===== config.mk =====
export PLATFORM = sky130hd
export DESIGN_NAME = render_fetch
export DESIGN_NICKNAME = d
export VERILOG_FILES = /design/src/rtl/render_fetch_pkg.sv /design/src/rtl/render_fetch_pixel_to_cell.sv /design/src/rtl/render_fetch.sv
export SDC_FILE = /design/constraint.sdc
export NUM_CORES = 1
export LEC_CHECK = 0
export ABC_AREA = 1
export BUFFER_PORTS_ARGS = -buffer_cell sky130_fd_sc_hd__buf_2
export CORE_MARGIN = 2
export CORE_UTILIZATION = 46
export CTS_BUF_LIST = sky130_fd_sc_hd__clkbuf_4 sky130_fd_sc_hd__clkbuf_8
export DETAILED_ROUTE_END_ITERATION = 12
export PLACE_DENSITY = 0.87
export SETUP_SLACK_MARGIN = 0.4
export SLEW_MARGIN = 15
export SYNTH_ARGS = -nofsm -noshare
export SYNTH_HDL_FRONTEND = slang
export SYNTH_HIERARCHICAL = 1
export SYNTH_SLANG_ARGS = --single-unit
export TNS_END_PERCENT = 100

===== constraint.sdc =====
create_clock -name Clk -period 1 [get_ports Clk]
set_clock_uncertainty 0.15 [all_clocks]
set_input_delay 0.1 -clock Clk [delete_from_list [all_inputs] [get_ports Clk]]
set_output_delay 0.1 -clock Clk [all_outputs]
set_load 0.01 [all_outputs]

===== src/rtl/render_fetch_pkg.sv =====
// Shared render-path parameters and the cell-state RAM word layout.
// Field offsets into a RAM word come only from cell_word_t.
package render_fetch_pkg;

    localparam int CELL_SHIFT  = 3;
    localparam int GRID_W      = 80;
    localparam int GRID_H      = 60;
    localparam int ADDR_W      = 13;
    localparam int SIGNAL_bits = 9;
    localparam int COORD_W     = 10;

    typedef struct packed {
        logic                   ant;
        logic                   sugar;
        logic                   nest;
        logic [SIGNAL_bits-1:0] signal;
    } cell_word_t;

endpackage


===== src/rtl/render_fetch_pixel_to_cell.sv =====
// Combinational pixel coordinate to grid cell mapping.
// Shared by the render fetch path and the mouse-pick logic.
module pixel_to_cell #(
    parameter int CELL_SHIFT = render_fetch_pkg::CELL_SHIFT,
    parameter int GRID_W     = render_fetch_pkg::GRID_W,
    parameter int GRID_H     = render_fetch_pkg::GRID_H,
    parameter int ADDR_W     = render_fetch_pkg::ADDR_W,
    parameter int COORD_W    = render_fetch_pkg::COORD_W
) (
    input  logic [COORD_W-1:0]            x,
    input  logic [COORD_W-1:0]            y,
    input  logic                          valid,
    output logic [COORD_W-CELL_SHIFT-1:0] col,
    output logic [COORD_W-CELL_SHIFT-1:0] row,
    output logic                          in_grid,
    output logic                          interior,
    output logic [ADDR_W-1:0]             addr
);

    localparam logic [CELL_SHIFT-1:0] SUB_MAX = '1;

    logic [CELL_SHIFT-1:0] sub_x;
    logic [CELL_SHIFT-1:0] sub_y;

    assign col   = x[COORD_W-1:CELL_SHIFT];
    assign row   = y[COORD_W-1:CELL_SHIFT];
    assign sub_x = x[CELL_SHIFT-1:0];
    assign sub_y = y[CELL_SHIFT-1:0];

    assign in_grid = valid
                  && (32'(col) < GRID_W)
                  && (32'(row) < GRID_H);

    // interior excludes the one-pixel ring on every cell edge
    assign interior = (sub_x != '0) && (sub_x != SUB_MAX)
                   && (sub_y != '0) && (sub_y != SUB_MAX);

    assign addr = ADDR_W'(row) * ADDR_W'(GRID_W) + ADDR_W'(col);

endmodule


===== src/rtl/render_fetch.sv =====
// Per-pixel cell-state fetch feeding the colour mapper.
// Three-edge pipeline: address/sideband, RAM read, output registers.
module render_fetch #(
    parameter int CELL_SHIFT  = render_fetch_pkg::CELL_SHIFT,
    parameter int GRID_W      = render_fetch_pkg::GRID_W,
    parameter int GRID_H      = render_fetch_pkg::GRID_H,
    parameter int ADDR_W      = render_fetch_pkg::ADDR_W,
    parameter int SIGNAL_BITS = render_fetch_pkg::SIGNAL_bits
) (
    input  logic                   Clk,
    input  logic                   Reset,
    input  logic [9:0]             DrawX,
    input  logic [9:0]             DrawY,
    input  logic                   pix_valid,
    input  logic [ADDR_W-1:0]      view_loc,
    input  logic [ADDR_W-1:0]      write_loc,
    output logic [ADDR_W-1:0]      mem_addr,
    input  logic [SIGNAL_BITS+2:0] mem_rdata,
    output logic                   renderAnt,
    output logic                   renderSugar,
    output logic                   renderNest,
    output logic                   render_viewLoc,
    output logic                   render_writeLoc,
    output logic [SIGNAL_BITS-1:0] renderSignal,
    output logic                   out_valid
);

    import render_fetch_pkg::*;

    localparam int CW = 10 - CELL_SHIFT;

    logic [CW-1:0]     unused_col;
    logic [CW-1:0]     unused_row;
    logic              in_grid;
    logic              interior;
    logic [ADDR_W-1:0] cell_addr;
    logic              view_hit;
    logic              write_hit;

    logic a_valid, a_in_grid, a_interior, a_view, a_write;
    logic b_valid, b_in_grid, b_interior, b_view, b_write;

    cell_word_t word;

    pixel_to_cell #(
        .CELL_SHIFT (CELL_SHIFT),
        .GRID_W     (GRID_W),
        .GRID_H     (GRID_H),
        .ADDR_W     (ADDR_W),
        .COORD_W    (10)
    ) u_p2c (
        .x        (DrawX),
        .y        (DrawY),
        .valid    (pix_valid),
        .col      (unused_col),
        .row      (unused_row),
        .in_grid  (in_grid),
        .interior (interior),
        .addr     (cell_addr)
    );

    assign view_hit  = in_grid && (cell_addr == view_loc);
    assign write_hit = in_grid && (cell_addr == write_loc);
    assign word      = mem_rdata;

    // Stage A: address is held off-grid so the RAM port stays quiet
    always_ff @(posedge Clk or posedge Reset) begin
        if (Reset) begin
            mem_addr   <= '0;
            a_valid    <= 1'b0;
            a_in_grid  <= 1'b0;
            a_interior <= 1'b0;
            a_view     <= 1'b0;
            a_write    <= 1'b0;
        end else begin
            if (in_grid)
                mem_addr <= cell_addr;
            a_valid    <= pix_valid;
            a_in_grid  <= in_grid;
            a_interior <= interior;
            a_view     <= view_hit;
            a_write    <= write_hit;
        end
    end

    // Stage B: sideband rides alongside the RAM's own read register
    always_ff @(posedge Clk or posedge Reset) begin
        if (Reset) begin
            b_valid    <= 1'b0;
            b_in_grid  <= 1'b0;
            b_interior <= 1'b0;
            b_view     <= 1'b0;
            b_write    <= 1'b0;
        end else begin
            b_valid    <= a_valid;
            b_in_grid  <= a_in_grid;
            b_interior <= a_interior;
            b_view     <= a_view;
            b_write    <= a_write;
        end
    end

    // Stage C: off-grid pixels present an empty cell
    always_ff @(posedge Clk or posedge Reset) begin
        if (Reset) begin
            renderAnt       <= 1'b0;
            renderSugar     <= 1'b0;
            renderNest      <= 1'b0;
            render_viewLoc  <= 1'b0;
            render_writeLoc <= 1'b0;
            renderSignal    <= '0;
            out_valid       <= 1'b0;
        end else begin
            out_valid       <= b_valid;
            render_viewLoc  <= b_view;
            render_writeLoc <= b_write;
            if (b_in_grid) begin
                renderAnt    <= word.ant & b_interior;
                renderSugar  <= word.sugar;
                renderNest   <= word.nest;
                renderSignal <= word.signal;
            end else begin
                renderAnt    <= 1'b0;
                renderSugar  <= 1'b0;
                renderNest   <= 1'b0;
                renderSignal <= '0;
            end
        end
    end

endmodule


==> impl_metrics.yaml, run 1 <==
status:
  status: "finished, violations left"
  failed_checks: "hold timing, setup timing"
clock_network:
  cts_tree: "yes"
  cts_made_buffers: 5
  htreeDepth: 2
  clk_pin_slew_ns: 0.08
  clkLatencyLatePin_ns: 0.30
  clock-sinks: 38
  clock-root-buffer: "clkbuf_8"
  clockBufferDepth: 2
route:
  met3_length_microns: 513
  vias_per_cell: 5.24
  met2_wirelength_microns: 4220
  drt_iter0_drc: 176
  highest_layer: "met4"
  drc: 0
  wire_per_inst_microns: 16.0
  wl_met1_microns: 2610
  vias: 2535
  wirelength_microns: 7750
  postRouteAntennaNets: 0
  first_pass_iters: 4
setup_path:
  required_ns: 1.08
  cp_max_fo: 3
  worstSetupPathType: "in2reg"
  timing.rr.end: "mem_addr[2]"
  cp_num_cells: 16
  crit_arrival_ns: 2.29
  slowest_delay_ns: 0.57
  worst_setup_path_start_kind: "input port"
  crit_slowest_cell: "fa_2"
  reg2reg_slack_ns: 0
  worst-path-buf-inv: 2
  path_cells: "buf_6 -> ha_4 -> ha_4 -> fa_2 -> nand3_2 -> nor2_2 -> nand2_1 -> nand2_1 -> nand2_1 -> nand2_1 -> nand2_1 -> inv_1 -> nand2_1 -> nor2_1 -> nand2_1 -> nor2_1"
  rr_worst_depth: 4
  crit_start: "DrawY[4]"
  crit_end: "a_view"
  path_delay_family: "simple AND/OR/NAND/NOR gates"
  cp-end-kind: "register"
  r2r-start: "mem_addr[2]"
  crit_path_frequent_cell: "nand2_1"
synth:
  synthesis.area_sq_mm: 0.00224
  ys_warn_count: 6
  avgSynthCellArea_sq_um: 7.53
  netlist_instances: 297
  synth.net_count: 373
floorplan:
  initial_core_util: 0.477
  die_h_microns: 73.7
  rows: 25
  die_w_microns: 73.7
  ios: 89
  die-area_sq_mm: 0.00543
  core-area_sq_mm: 0.00469
layout:
  drive_gt1_frac: 0.486
  nets: 505
  largest_reg_flops: 13
  reg_top3: "mem_addr x13, renderSignal x9"
  antenna_cells: 0
  largest_register: "mem_addr"
  multi_input_area_sq_mm: 0.00135
  fillers: 285
  register_area_sq_um: 952
  syn_to_final_growth_pct: 63.0
placement:
  gp_congestion: 0.824
  portBuffers: 88
  dp_hpwl_microns: 4570
  dp_slack_ns: -1.44
global_routing:
  antenna_found_initial: 0
  overflow: 0
  grt.total_usage: 0.262
  grt_pass1_wl_microns: 10800
  grt_pass1_vias: 2430
  grt_max_degree: 29
sta:
  setup_ws_ns: -1.21
  relSlewSlack: 0.763
  final-hold-violation-count: 56
  finalCritPeriodShare: 2.21
  tightestPinTransition_ns: 0.353
  whs_ns: -0.458
  report.final.slew_viol_count: 0
  rsz0062_at_grt: "true"
  setup_viol: 38
  period_needed_ns: 2.21
  tns_ns: -9.24
  fmax_mhz: 453
power:
  ir_drop_mv: 1.08
  power_leakage_nw: 2.06
  power_density_mw_per_mm2: 1460
flow_run:
  maxCapViolCount: 0
worst_hold_path:
  hp-class: "in2async"
## repair_timing
item	in CTS	in global routing
pin swaps	21	6
endpoints found under the hold margin	56	55
resized for setup	68	32
setup endpoints to repair	64	64
buffers inserted	14	4
cloned	0	1
## worst register-to-register path, cell delays in order (launching register included)
cell and delay (ns):
dfrtp_1 0.40, buf_6 0.12, buf_4 0.13, nand2_2 0.05, o21ai_2 0.05
## layer usage
metal,vias up,GRT usage
li1,1171,-
met1,1189,0.255
met2,137,0.505
met3,38,0.0480
met4,0,0.147
met5,-,0
## how the worst min path moves through the flow
stage	end	slack [ns]	start
6_report	renderSignal[1]	-0.46	Reset
5_1_grt	renderSignal[1]	-0.45	Reset
4_1_cts	mem_addr[7]	-0.44	Reset
3_5_place_dp	mem_addr[7]	-0.14	Reset
3_3_place_gp	mem_addr[6]	-0.14	Reset
2_1_floorplan	a_in_grid	-0.08	Reset
## cells in the final DEF (no fill, tap or decap), drive strengths merged
cell type and count:
nand2 104, inv 51, nand3 15, ha 13, nand3b 1, xnor2 8, clkinv 2, o21ai 22
dfrtp 38, and3 2, clkbuf 6, a21oi 4, clkinvlp 1, nor2 19, bufinv 1, xor2 4
buf 131, nor4b 1, fa 2, nand4 3, nor3 2
## area by class of cell
cell class                 count  share of cell area
tap                           54              0.0185
timing repair buffer         132               0.264
multi-input combinational    200               0.370
clock buffer                   5              0.0189
inverter                      52              0.0560
sequential                    38               0.261
clock inverter                 3              0.0110
## where the power goes
part	internal [mW]	leakage, nW	total, mW	switching [mW]
combinational	1.08	1.51	2.22	1.14
clock	0.734	0.0579	1.30	0.570
sequential	1.69	0.493	1.78	0.0901
total	3.51	2.06	5.31	1.80
## per-stage QoR
stage	utilization	power [mW]	instance area (sq um)	hold slack (ns)	std cells
after global routing	0.777	5.55	3640	-0.448	484
after floorplan	-	2.73	2370	-0.0839	297
after global placement	0.643	3.29	3020	-0.138	457
after CTS	0.742	5.01	3480	-0.444	479
after detailed placement	0.643	3.36	3020	-0.139	457
final	0.777	5.31	3640	-0.458	484
(Power assumes the default switching activity.)
==> run 2, diff against run 1 <==
--- a/config.mk
+++ b/config.mk
@@ -7,9 +7,9 @@
 export LEC_CHECK = 0
 export ABC_AREA = 1
 export BUFFER_PORTS_ARGS = -buffer_cell sky130_fd_sc_hd__buf_2
-export CORE_MARGIN = 2
 export CORE_UTILIZATION = 46
 export CTS_BUF_LIST = sky130_fd_sc_hd__clkbuf_4 sky130_fd_sc_hd__clkbuf_8
+export CTS_CLUSTER_SIZE = 14
 export DETAILED_ROUTE_END_ITERATION = 12
 export PLACE_DENSITY = 0.87
 export SETUP_SLACK_MARGIN = 0.4
==> run 2 against run 1 <==
Effect of this change:
- the flow still finishes with violations (hold timing, setup timing)
- non-clock buffer count up 6
- combinational power up 6%
- clock-buffer cell count unchanged
- die area down 5.4%
- sequential share of layout area down 0.89 points
- register-to-register slack worse by 0.02 ns
==> impl_metrics.yaml, run 2 (synthesized netlist as in run 1, its figures left out) <==
power:
  power_density_mw_per_mm2: 1450
  ir_drop_mv: 0.641
  power_leakage_nw: 2.13
floorplan:
  die-area_sq_mm: 0.00514
  core-area_sq_mm: 0.00469
  rows: 25
  ios: 89
  die_w_microns: 71.7
  die_h_microns: 71.7
  initial_core_util: 0.477
sta:
  report.final.slew_viol_count: 0
  setup_viol: 42
  setup_ws_ns: -1.26
  finalCritPeriodShare: 2.26
  rsz0062_at_grt: "true"
  relSlewSlack: 0.779
  tns_ns: -9.42
  period_needed_ns: 2.26
  whs_ns: -0.319
  final-hold-violation-count: 56
  tightestPinTransition_ns: 0.328
  fmax_mhz: 442
layout:
  layout_commonest_cell: "nand2_1"
  fin_cells: 490
  largest_register: "mem_addr"
  fillers: 244
  register_area_sq_um: 952
  drive_gt1_frac: 0.516
  nets: 511
  largest_reg_flops: 13
  fin_area_sq_mm: 0.00377
  multi_input_area_sq_mm: 0.00143
  reg_top3: "mem_addr x13, renderSignal x9"
  antenna_cells: 0
  final_cell_mix: "nand2_1, buf_2, dfrtp_1, inv_1, buf_4"
  syn_to_final_growth_pct: 68.8
setup_path:
  crit_path_frequent_cell: "nand2_1"
  path_cells: "buf_6 -> ha_4 -> ha_4 -> fa_2 -> nand3_2 -> nor2_4 -> nand2_1 -> nor2_1 -> nand2_1 -> nand2_2 -> inv_2 -> nand2_2 -> nand2_1 -> inv_1 -> nand2_1 -> nor2_1 -> nand2_1 -> nor2_2"
  cp_max_fo: 3
  path_delay_family: "simple AND/OR/NAND/NOR gates"
  cp-end-kind: "register"
  crit_end: "a_write"
  rr_worst_depth: 4
  required_ns: 1.09
  timing.rr.end: "mem_addr[3]"
  slowest_delay_ns: 0.58
  worstSetupPathType: "in2reg"
  worst_setup_path_start_kind: "input port"
  r2r-start: "mem_addr[3]"
  crit_arrival_ns: 2.35
  reg2reg_slack_ns: -0.02
  cp_num_cells: 18
  crit_slowest_cell: "fa_2"
  crit_start: "DrawY[4]"
  worst-path-buf-inv: 3
global_routing:
  overflow: 0
  top_usage_layer: "met2"
  grt_use_met3: 0.0605
  grt_pass1_wl_microns: 10600
  antenna_found_initial: 0
  grt.total_usage: 0.269
  use_met2: 0.490
  grt_pass1_vias: 2421
  met1_usage: 0.287
  grt_max_degree: 39
route:
  first_pass_iters: 5
  postRouteAntennaNets: 0
  wire_per_inst_microns: 15.7
  wirelength_microns: 7700
  drc: 0
  vias: 2594
  drt_iter0_drc: 161
  vias_per_cell: 5.29
placement:
  gp_congestion: 0.797
  dpl.cell_count: 456
  dp_hpwl_microns: 4450
  placed_area_sq_mm: 0.00301
  portBuffers: 88
clock_network:
  cts_tree: "yes"
  clock-sinks: 38
  htreeDepth: 2
  clk_pin_slew_ns: 0.08
  clkLatencyLatePin_ns: 0.30
  clock-root-buffer: "clkbuf_8"
  cts_made_buffers: 5
  clockBufferDepth: 2
worst_hold_path:
  hp-class: "in2async"
status:
  failed_checks: "hold timing, setup timing"
  status: "finished, violations left"
flow_run:
  maxCapViolCount: 0
[run 2: cell count changes in the layout (fill, tap and decap cells not counted), sizes merged]
cell	before	now
buf	131	137
clkinv	2	0
clkinvlp	1	3
[run 2: final cells by class]
class | instances | share of cell area
clock buffers | 5 | 0.0182
clock inverters | 3 | 0.0119
inverters | 52 | 0.0534
multi-input cells | 200 | 0.378
flip-flops and latches | 38 | 0.252
well taps | 54 | 0.0179
repair buffers | 138 | 0.269
[run 2: power by group]
group          total, mW  switching [mW]  internal, mW  leakage (nW)
clock               1.33           0.586         0.742        0.0504
combinational       2.36            1.18          1.18          1.59
sequential          1.77          0.0793          1.69         0.493
[run 2: how the worst min path moves through the flow]
stage           from     endpoint  slack, ns  cells after the start
6_report       Reset    out_valid      -0.32                      3
5_1_grt        Reset  mem_addr[4]      -0.30                      3
4_1_cts        Reset    out_valid      -0.31                      3
3_5_place_dp   Reset  mem_addr[4]      0.009                      3
3_3_place_gp   Reset  mem_addr[6]      0.004                      3
2_1_floorplan  Reset    a_in_grid      -0.08                      1
[run 2: what timing repair did]
| item | in CTS | in global routing |
|---|---|---|
| endpoints found under the setup margin | 64 | 65 |
| hold endpoints to repair | 57 | 56 |
| gates cloned | 0 | 1 |
| setup buffers | 17 | 8 |
| pin swaps | 22 | 19 |
| resized for setup | 80 | 34 |
[run 2: routing by layer]
| metal | share of wire | vias to the layer above |
|---|---|---|
| li1 | - | 1189 |
| met2 | 0.53 | 161 |
| met1 | 0.34 | 1203 |
| met4 | 0.051 | 0 |
| met3 | 0.077 | 41 |
| met5 | 0 | - |
[run 2: metrics by stage]
step	worst slack (ns)	hold WS [ns]	util	power, mW
after detailed placement	-1.45	0.00901	0.641	3.34
after floorplan	-1.17	-0.0839	-	2.73
after global routing	-1.36	-0.302	0.804	5.74
after global placement	-1.39	0.00375	0.641	3.27
final	-1.26	-0.319	0.804	5.46
after CTS	-1.03	-0.310	0.759	5.09
[run 2: tightest hold or removal path, delay by kind of cell]
family	cells	cell delay, ns
buffers and inverters	3	0.40
